[config.mk]
export PLATFORM = sky130hd
export DESIGN_NAME = cp0_exc_ctrl
export DESIGN_NICKNAME = d
export VERILOG_FILES = /design/src/rtl/cp0_pkg.sv /design/src/rtl/cp0_timer.sv /design/src/rtl/cp0_exc_ctrl.sv
export SDC_FILE = /design/constraint.sdc
export NUM_CORES = 1
export LEC_CHECK = 0
export ABC_AREA = 1
export BUFFER_PORTS_ARGS = -buffer_cell sky130_fd_sc_hd__buf_2
export CORE_MARGIN = 4
export CORE_UTILIZATION = 34
export CTS_CLUSTER_DIAMETER = 50
export DETAILED_ROUTE_END_ITERATION = 8
export SLEW_MARGIN = 10
export SYNTH_ARGS = -nofsm -noshare
export SYNTH_HDL_FRONTEND = slang
export SYNTH_SLANG_ARGS = --single-unit
[constraint.sdc]
create_clock -name clk -period 1.3 [get_ports clk]
set_input_delay 0 -clock clk [delete_from_list [all_inputs] [get_ports clk]]
set_output_delay 0 -clock clk [all_outputs]
set_load 0.05 [all_outputs]
[src/rtl/cp0_pkg.sv]
// Shared CP0 register numbers, field positions and exception codes.
package cp0_pkg;

    localparam logic [4:0] REG_COUNT   = 5'd9;
    localparam logic [4:0] REG_COMPARE = 5'd11;
    localparam logic [4:0] REG_SR      = 5'd12;
    localparam logic [4:0] REG_CAUSE   = 5'd13;
    localparam logic [4:0] REG_EPC     = 5'd14;
    localparam logic [4:0] REG_PRID    = 5'd15;

    localparam int IM_HI  = 15;
    localparam int IM_LO  = 10;
    localparam int EXL    = 1;
    localparam int IE     = 0;
    localparam int BD     = 31;
    localparam int EXC_HI = 6;
    localparam int EXC_LO = 2;

    typedef enum logic [4:0] {
        EXC_INT  = 5'd0,
        EXC_ADEL = 5'd4,
        EXC_ADES = 5'd5,
        EXC_RI   = 5'd10,
        EXC_OV   = 5'd12
    } exccode_e;

endpackage

[src/rtl/cp0_timer.sv]
// Count/Compare timer: Count free-runs, timer_pend latches one cycle after a match.
// A write to Compare clears the pending flag and wins over a same-cycle match.
module cp0_timer
    import cp0_pkg::*;
(
    input  logic        clk,
    input  logic        reset_n,
    input  logic        we,
    input  logic [4:0]  addr,
    input  logic [31:0] din,
    output logic [31:0] count,
    output logic [31:0] compare,
    output logic        timer_pend
);

    always_ff @(posedge clk or negedge reset_n) begin
        if (!reset_n) begin
            count      <= '0;
            compare    <= '0;
            timer_pend <= 1'b0;
        end else begin
            if (we && addr == REG_COUNT)
                count <= din;
            else
                count <= count + 32'd1;

            if (we && addr == REG_COMPARE) begin
                compare    <= din;
                timer_pend <= 1'b0;
            end else if (count == compare) begin
                timer_pend <= 1'b1;
            end
        end
    end

endmodule

[src/rtl/cp0_exc_ctrl.sv]
// CP0 exception/interrupt controller: SR/Cause/EPC/PRId, zero-latency req, mfc0 read is combinational.
// Build option CP0_TIMER_EN adds Count/Compare with the timer folded into interrupt line 5.
module cp0_exc_ctrl
    import cp0_pkg::*;
#(
    parameter logic [31:0] PRID       = 32'h2022_0007,
    parameter logic [31:0] HANDLER_PC = 32'h0000_4180
) (
    input  logic        clk,
    input  logic        reset_n,
    input  logic        we,
    input  logic [4:0]  addr,
    input  logic [31:0] din,
    output logic [31:0] dout,
    input  logic [31:0] vpc,
    input  logic        bd_in,
    input  logic [4:0]  exccode_in,
    input  logic [5:0]  hwint,
    input  logic        eret,
    output logic        req,
    output logic [31:0] epc_out,
    output logic [31:0] handler_pc
);

    logic [5:0]  sr_im;
    logic        sr_exl;
    logic        sr_ie;
    logic        cause_bd;
    logic [5:0]  cause_ip;
    logic [4:0]  cause_exc;
    logic [31:0] epc;

    logic [5:0]  ip_next;
    logic        int_req;
    logic        exc_req;
    logic        wr_en;

    assign int_req = (|(cause_ip & sr_im)) & sr_ie & ~sr_exl;
    assign exc_req = (exccode_in != 5'd0) & ~sr_exl;
    assign req     = int_req | exc_req;
    // An mtc0 only lands when neither an exception nor an eret owns this edge.
    assign wr_en   = we & ~req & ~eret;

`ifdef CP0_TIMER_EN
    logic [31:0] count;
    logic [31:0] compare;
    logic        timer_pend;

    cp0_timer u_timer (
        .clk        (clk),
        .reset_n    (reset_n),
        .we         (wr_en),
        .addr       (addr),
        .din        (din),
        .count      (count),
        .compare    (compare),
        .timer_pend (timer_pend)
    );

    assign ip_next = {hwint[5] | timer_pend, hwint[4:0]};
`else
    assign ip_next = hwint;
`endif

    always_ff @(posedge clk or negedge reset_n) begin
        if (!reset_n) begin
            sr_im     <= '0;
            sr_exl    <= 1'b0;
            sr_ie     <= 1'b0;
            cause_bd  <= 1'b0;
            cause_ip  <= '0;
            cause_exc <= '0;
            epc       <= '0;
        end else begin
            cause_ip <= ip_next;
            if (req) begin
                sr_exl    <= 1'b1;
                cause_bd  <= bd_in;
                cause_exc <= int_req ? EXC_INT : exccode_in;
                epc       <= bd_in ? vpc - 32'd4 : vpc;
            end else if (eret) begin
                sr_exl <= 1'b0;
            end else if (wr_en) begin
                if (addr == REG_SR) begin
                    sr_im  <= din[IM_HI:IM_LO];
                    sr_exl <= din[EXL];
                    sr_ie  <= din[IE];
                end else if (addr == REG_EPC) begin
                    epc <= din;
                end
            end
        end
    end

    always_comb begin
        dout = '0;
        case (addr)
            REG_SR: begin
                dout[IM_HI:IM_LO] = sr_im;
                dout[EXL]         = sr_exl;
                dout[IE]          = sr_ie;
            end
            REG_CAUSE: begin
                dout[BD]            = cause_bd;
                dout[IM_HI:IM_LO]   = cause_ip;
                dout[EXC_HI:EXC_LO] = cause_exc;
            end
            REG_EPC:     dout = epc;
            REG_PRID:    dout = PRID;
`ifdef CP0_TIMER_EN
            REG_COUNT:   dout = count;
            REG_COMPARE: dout = compare;
`endif
            default:     dout = '0;
        endcase
    end

    assign epc_out    = epc;
    assign handler_pc = HANDLER_PC;

endmodule

==> results of run 1 <==
## per-layer routing
| metal | global-route usage, % | vias up | routed length, microns |
|---|---|---|---|
| li1 | - | 2233 | - |
| met4 | 4.28 | 0 | 187 |
| met2 | 33.1 | 155 | 6550 |
| met1 | 26.0 | 1997 | 5940 |
| met5 | 0 | - | 0 |
| met3 | 2.37 | 13 | 819 |
## cells in the mapped netlist
| library cell | n |
|---|---|
| dfrtp_1 | 52 |
| o211ai_1 | 9 |
| o221ai_1 | 2 |
| conb_1 | 2 |
| xor2_1 | 15 |
| o21bai_1 | 3 |
| nand3_2 | 2 |
| buf_8 | 2 |
| nand3_1 | 26 |
| buf_6 | 6 |
| buf_2 | 3 |
| o31ai_1 | 1 |
| nand2_2 | 1 |
| nor2_8 | 1 |
| clkbuf_1 | 4 |
| mux2i_1 | 1 |
| nand4_1 | 12 |
| ha_1 | 1 |
| nand2_4 | 3 |
| o21ai_0 | 30 |
| inv_8 | 1 |
| o21ai_1 | 8 |
| or2_0 | 1 |
| nor2_1 | 82 |
| nor2_2 | 3 |
| o22ai_1 | 1 |
| buf_4 | 35 |
| nor2_4 | 6 |
| nand2_8 | 1 |
| inv_6 | 1 |
| inv_1 | 85 |
| inv_2 | 1 |
| o21ai_4 | 1 |
| nand3b_1 | 1 |
| xnor2_1 | 3 |
| nand2_1 | 206 |
| nor3_1 | 2 |
## worst max-delay path: stages (launching register included)
cell and delay (ns):
dfrtp_1 0.34, inv_2 0.04, o21ai_1 0.11, nor2_1 0.05, nand3_1 0.10, nand3_2 0.13
nand2_8 0.12, buf_12 0.17, clkbuf_16 0.15, nand2_1 0.07, nand2_1 0.08, nand2_1 0.04
## logic make-up (layout without fill, tap and decap cells)
group / count (synthesis) / count (layout) / share of synthesized area [%]
fa+ha+maj: 1 / 1 / 0.309
simple gates: 347 / 348 / 37.0
xor+xnor: 18 / 18 / 3.90
other cells: 2 / 32 / 0.186
flops: 52 / 52 / 32.2
buf+inv: 138 / 319 / 18.1
compound gates: 55 / 55 / 8.10
mux: 1 / 1 / 0.247
## power groups by stage
stage,logic [mW],clock network [mW],registers [mW]
2_1_floorplan,2.96,0,4.52
3_3_place_gp,6.15,0,2.86
3_5_place_dp,6.24,0,2.88
4_1_cts,7.01,1.37,2.90
5_1_grt,8.00,1.43,3.00
6_report,7.43,1.34,2.92
## layout make-up
| class | instances | area (sq um) |
|---|---|---|
| tap | 143 | 179 |
| timing repair buffer | 222 | 1500 |
| timing repair inverter | 1 | 16.3 |
| multi-input combinational | 455 | 2380 |
| inverter | 88 | 355 |
| clock buffer | 7 | 143 |
| clock inverter | 1 | 7.51 |
| sequential | 52 | 1300 |
| fill | 1149 | 5630 |
## worst paths after layout
path                                     from      endpoint  slack, ns
worst max register to register    cause_ip[0]   epc_out[23]      -0.23
worst min register to register    epc_out[25]   epc_out[25]       0.51
max in group asynchronous             reset_n   epc_out[23]       0.83
worst min-delay path            exccode_in[4]  cause_exc[4]     -0.005
min in group asynchronous             reset_n  cause_exc[2]       0.23
worst max-delay path              cause_ip[0]   epc_out[23]      -0.23
## repair_timing
item | CTS | global route
endpoints found under the setup margin | 48 | 52
setup buffers | 5 | 4
resized for setup | 38 | 38
hold endpoints to repair | 71 | 1
pin swaps | 11 | 11
cloned | 2 | 3
## registers in the layout, indices dropped and copies added (netlist names)
signal,flops
cause_bd,1
cause_exc,5
cause_ip,6
epc_out,32
sr_exl,1
sr_ie,1
sr_im,6
## stage by stage
stage,area [sq um],std cells
2_1_floorplan,4290,644
4_1_cts,5730,963
3_3_place_gp,5180,928
5_1_grt,5890,969
3_5_place_dp,5180,928
6_report,5890,969
==> results.json, run 1 <==
{
  "whs_ns": -0.00459,
  "fin_util_pct": 51.1,
  "dpl_worst_slack_ns": -0.236,
  "worstPathRequired_ns": 1.48,
  "die_w_microns": 117,
  "leakage_nw": 3.21,
  "holdPathStages": 3,
  "power_mw": 11.7,
  "routed_via_density": 4.54,
  "final_cell_mix": "185 x nand2_1, 146 x buf_2, 82 x inv_1",
  "synth_cells": 614,
  "intPower_mw": 5.59,
  "pwr-share-comb_pct": 63.5,
  "yosysTopAreaCell": "dfrtp_1",
  "p_sw_share_pct": 52.2,
  "first_pass_iters": 4,
  "power.density_nw_per_um2": 1990,
  "first_iter_violations": 302,
  "crit_fanout": 8,
  "clk_pin_slew_ns": 0.07,
  "yosys_warnings": 0,
  "gp_congestion": 0.839,
  "dp_hpwl_microns": 10600,
  "period_minus_slack_ns": 1.53,
  "p_sw_mw": 6.11,
  "wl_per_cell_microns": 13.9,
  "core_area_sq_um": 11500,
  "io_buffers": 149,
  "worstHoldPathType": "in -> reg",
  "drc": 0,
  "finalSetupViolations": 47,
  "antenna_found_initial": 0,
  "grtUsageTotal_pct": 19.2,
  "rsz0062_at_grt": "true",
  "io_pins": 182,
  "clock_path_buffers": 2,
  "setup_slack_ns": -0.226,
  "finalSetupTns_ns": -8.68,
  "grt_pass1_wl_microns": 20700,
  "violations": "negative hold slack, negative setup slack",
  "max_freq_ghz": 0.655,
  "fin_crit_sh_pct": 117,
  "rows": 39,
  "area_delta_synth_final_pct": 45.5,
  "h-tree-depth": 2,
  "synth.distinct_cells": 37,
  "cts_tree": "done",
  "grt_pass1_vias": 4187,
  "clk_latency_ns": 0.29,
  "syn_area_per_cell_sq_um": 6.59,
  "num_antenna_cells": 0,
  "cts-root-buf": "clkbuf_16",
  "cap_viol_max_count": 0,
  "skew_ns": 0.00963,
  "wl_microns": 13500,
  "cp-end-kind": "flop",
  "die_h_microns": 117,
  "synthTopCellsByArea": "dfrtp_1 32%, nand2_1 19%, inv_1 7.9%, nor2_1 7.6%, buf_4 6.5%",
  "vias": 4398,
  "vdd_drop_max_mv": 0.934,
  "start_kind": "flop",
  "ys_ff_latch": 52,
  "numCtsBuffers": 5,
  "pwr-share-seq_pct": 25.0,
  "synth_area_sq_um": 4050,
  "finalNetCount": 911,
  "mostFrequentLayoutCell": "nand2_1",
  "crit_type": "reg -> reg",
  "netlist.area_leader.share_pct": 32.2,
  "ys_seq_area_share_pct": 32.2,
  "finalHoldViolCount": 1,
  "ant_nets": 0,
  "holdBufCountCts": 20,
  "slew_viol_final": 0,
  "die_area_sq_um": 13700,
  "status": "finished with violations",
  "cts.sink_count": 52,
  "clkPwrFrac_pct": 11.5,
  "ff2ff_path_depth": 11,
  "grt_max_degree": 53,
  "cp.arrival_ns": 1.71,
  "final_layout_size_suffix_gt1_share_pct": 36.3,
  "start_util_pct": 35.1,
  "overflow": 0
}
No activity file was read; power rests on OpenSTA's default activity.
==> run 2, diff against run 1 <==
--- a/config.mk
+++ b/config.mk
@@ -11,6 +11,7 @@
 export CORE_UTILIZATION = 34
 export CTS_CLUSTER_DIAMETER = 50
 export DETAILED_ROUTE_END_ITERATION = 8
+export SKIP_LAST_GASP = 1
 export SLEW_MARGIN = 10
 export SYNTH_ARGS = -nofsm -noshare
 export SYNTH_HDL_FRONTEND = slang
==> results.json, run 2 (synthesis gave the netlist of run 1 again) <==
{
  "routed_via_density": 4.51,
  "clock_path_buffers": 2,
  "whs_ns": -0.00604,
  "holdBufCountCts": 20,
  "instances_no_fill": 969,
  "crit_fanout": 8,
  "overflow": 0,
  "vias": 4366,
  "final_cell_mix": "185 x nand2_1, 146 x buf_2, 82 x inv_1",
  "dp_cells": 928,
  "final_layout_size_suffix_gt1_share_pct": 36.1,
  "largest_register_ffs": 32,
  "worstHoldPathType": "in -> reg",
  "mostFrequentLayoutCell": "nand2_1",
  "crit_type": "reg -> reg",
  "wl_microns": 13500,
  "h-tree-depth": 2,
  "start_kind": "flop",
  "rows": 39,
  "setup_slack_ns": -0.232,
  "power.density_nw_per_um2": 1980,
  "leakage_nw": 3.20,
  "cap_viol_max_count": 0,
  "grt_pass1_wl_microns": 20700,
  "ant_nets": 0,
  "start_util_pct": 35.1,
  "grtUsageTotal_pct": 19.2,
  "fin_crit_sh_pct": 118,
  "die_w_microns": 117,
  "core_area_sq_um": 11500,
  "drc": 0,
  "die_area_sq_um": 13700,
  "max_freq_ghz": 0.653,
  "area_delta_synth_final_pct": 44.7,
  "numCtsBuffers": 5,
  "finalSetupViolations": 47,
  "clk_pin_slew_ns": 0.07,
  "dpl_cell_area_sq_um": 5180,
  "hold_start": "exccode_in[4]",
  "finalNetCount": 911,
  "whs_endpoint": "cause_exc[4]",
  "cts-root-buf": "clkbuf_16",
  "cts_tree": "done",
  "num-fill-cells": 1155,
  "skew_ns": 0.00903,
  "dp_hpwl_microns": 10600,
  "wl_per_cell_microns": 14.0,
  "vdd_drop_max_mv": 0.947,
  "io_pins": 182,
  "cts.sink_count": 52,
  "violations": "negative hold slack, negative setup slack",
  "slew_viol_final": 0,
  "status": "finished with violations",
  "antenna_found_initial": 0,
  "finalHoldViolCount": 1,
  "stdcell_area_sq_um": 5860,
  "grt_max_degree": 53,
  "worstPathRequired_ns": 1.53,
  "r2r_start": "sr_im[1]",
  "period_minus_slack_ns": 1.53,
  "cp.arrival_ns": 1.76,
  "clk_latency_ns": 0.30,
  "holdPathStages": 3,
  "r2r_end": "epc_out[15]",
  "cp-end-kind": "flop",
  "first_pass_iters": 4,
  "die_h_microns": 117,
  "num_antenna_cells": 0,
  "r2r_setup_slack_ns": -0.23,
  "rsz0062_at_grt": "true",
  "gp_congestion": 0.839,
  "io_buffers": 149,
  "first_iter_violations": 295,
  "grt_pass1_vias": 4192,
  "ff2ff_path_depth": 11
}
## run 2: metal layers
metal / up-vias / wire (microns) / GRT usage (%)
li1: 2235 / - / -
met1: 1984 / 6160 / 25.9
met2: 133 / 6510 / 33.2
met3: 14 / 690 / 2.37
met4: 0 / 188 / 4.28
met5: - / 0 / 0
## run 2: metrics by stage
stage | util, % | setup slack [ns] | power (mW) | TNS [ns] | hold slack (ns)
floorplan | - | -0.0824 | 7.48 | -1.02 | -0.296
global placement | 45.0 | -0.170 | 9.01 | -5.64 | 0.0185
detailed placement | 45.0 | -0.236 | 9.12 | -7.45 | 0.0167
CTS | 49.7 | -0.207 | 11.2 | -8.10 | 0.000290
global route | 50.8 | -0.361 | 12.3 | -14.17 | -0.00299
finish | 50.8 | -0.232 | 11.6 | -8.79 | -0.00604
## run 2: how the worst max path moves through the flow
stage                              to   startpoint  slack [ns]
final                     epc_out[15]     sr_im[1]       -0.23
after global routing      epc_out[15]     sr_im[1]       -0.36
after CTS                         req  cause_ip[1]       -0.21
after detailed placement   epc_out[4]  cause_ip[1]       -0.24
after global placement    epc_out[29]  cause_ip[3]       -0.17
after floorplan              dout[31]      addr[1]       -0.08
## run 2: repair_timing
item | in CTS | in global routing
resized for setup | 36 | 31
pin swaps | 9 | 10
cloned | 2 | 3
setup buffers | 5 | 4
hold endpoints to repair | 71 | 1
setup endpoints to repair | 48 | 52
## run 2: power breakdown
part / leakage (nW) / total [mW] / switching, mW / internal (mW)
sequential: 0.595 / 2.92 / 0.597 / 2.32
clock: 0.0701 / 1.36 / 0.590 / 0.768
combinational: 2.54 / 7.33 / 4.91 / 2.42
total: 3.20 / 11.6 / 6.10 / 5.51
## run 2: critical path, stage by stage (launching register included)
cell     delay (ns)
dfrtp_1        0.38
nand2_1        0.08
o21ai_1        0.06
nor2_1         0.09
nand3_1        0.11
nand3_2        0.13
nand2_8        0.09
buf_12         0.17
buf_4          0.14
nand2_1        0.07
o21ai_0        0.10
nand2_1        0.07
## run 2: area by class of cell
cell class	count	area (sq um)	share of cell area, %
multi-input cells	455	2380	40.6
repair buffers	222	1480	25.3
flip-flops and latches	52	1300	22.2
inverters	88	355	6.07
well taps	143	179	3.06
clock buffers	7	143	2.44
repair inverters	1	11.3	0.192
clock inverters	1	7.51	0.128
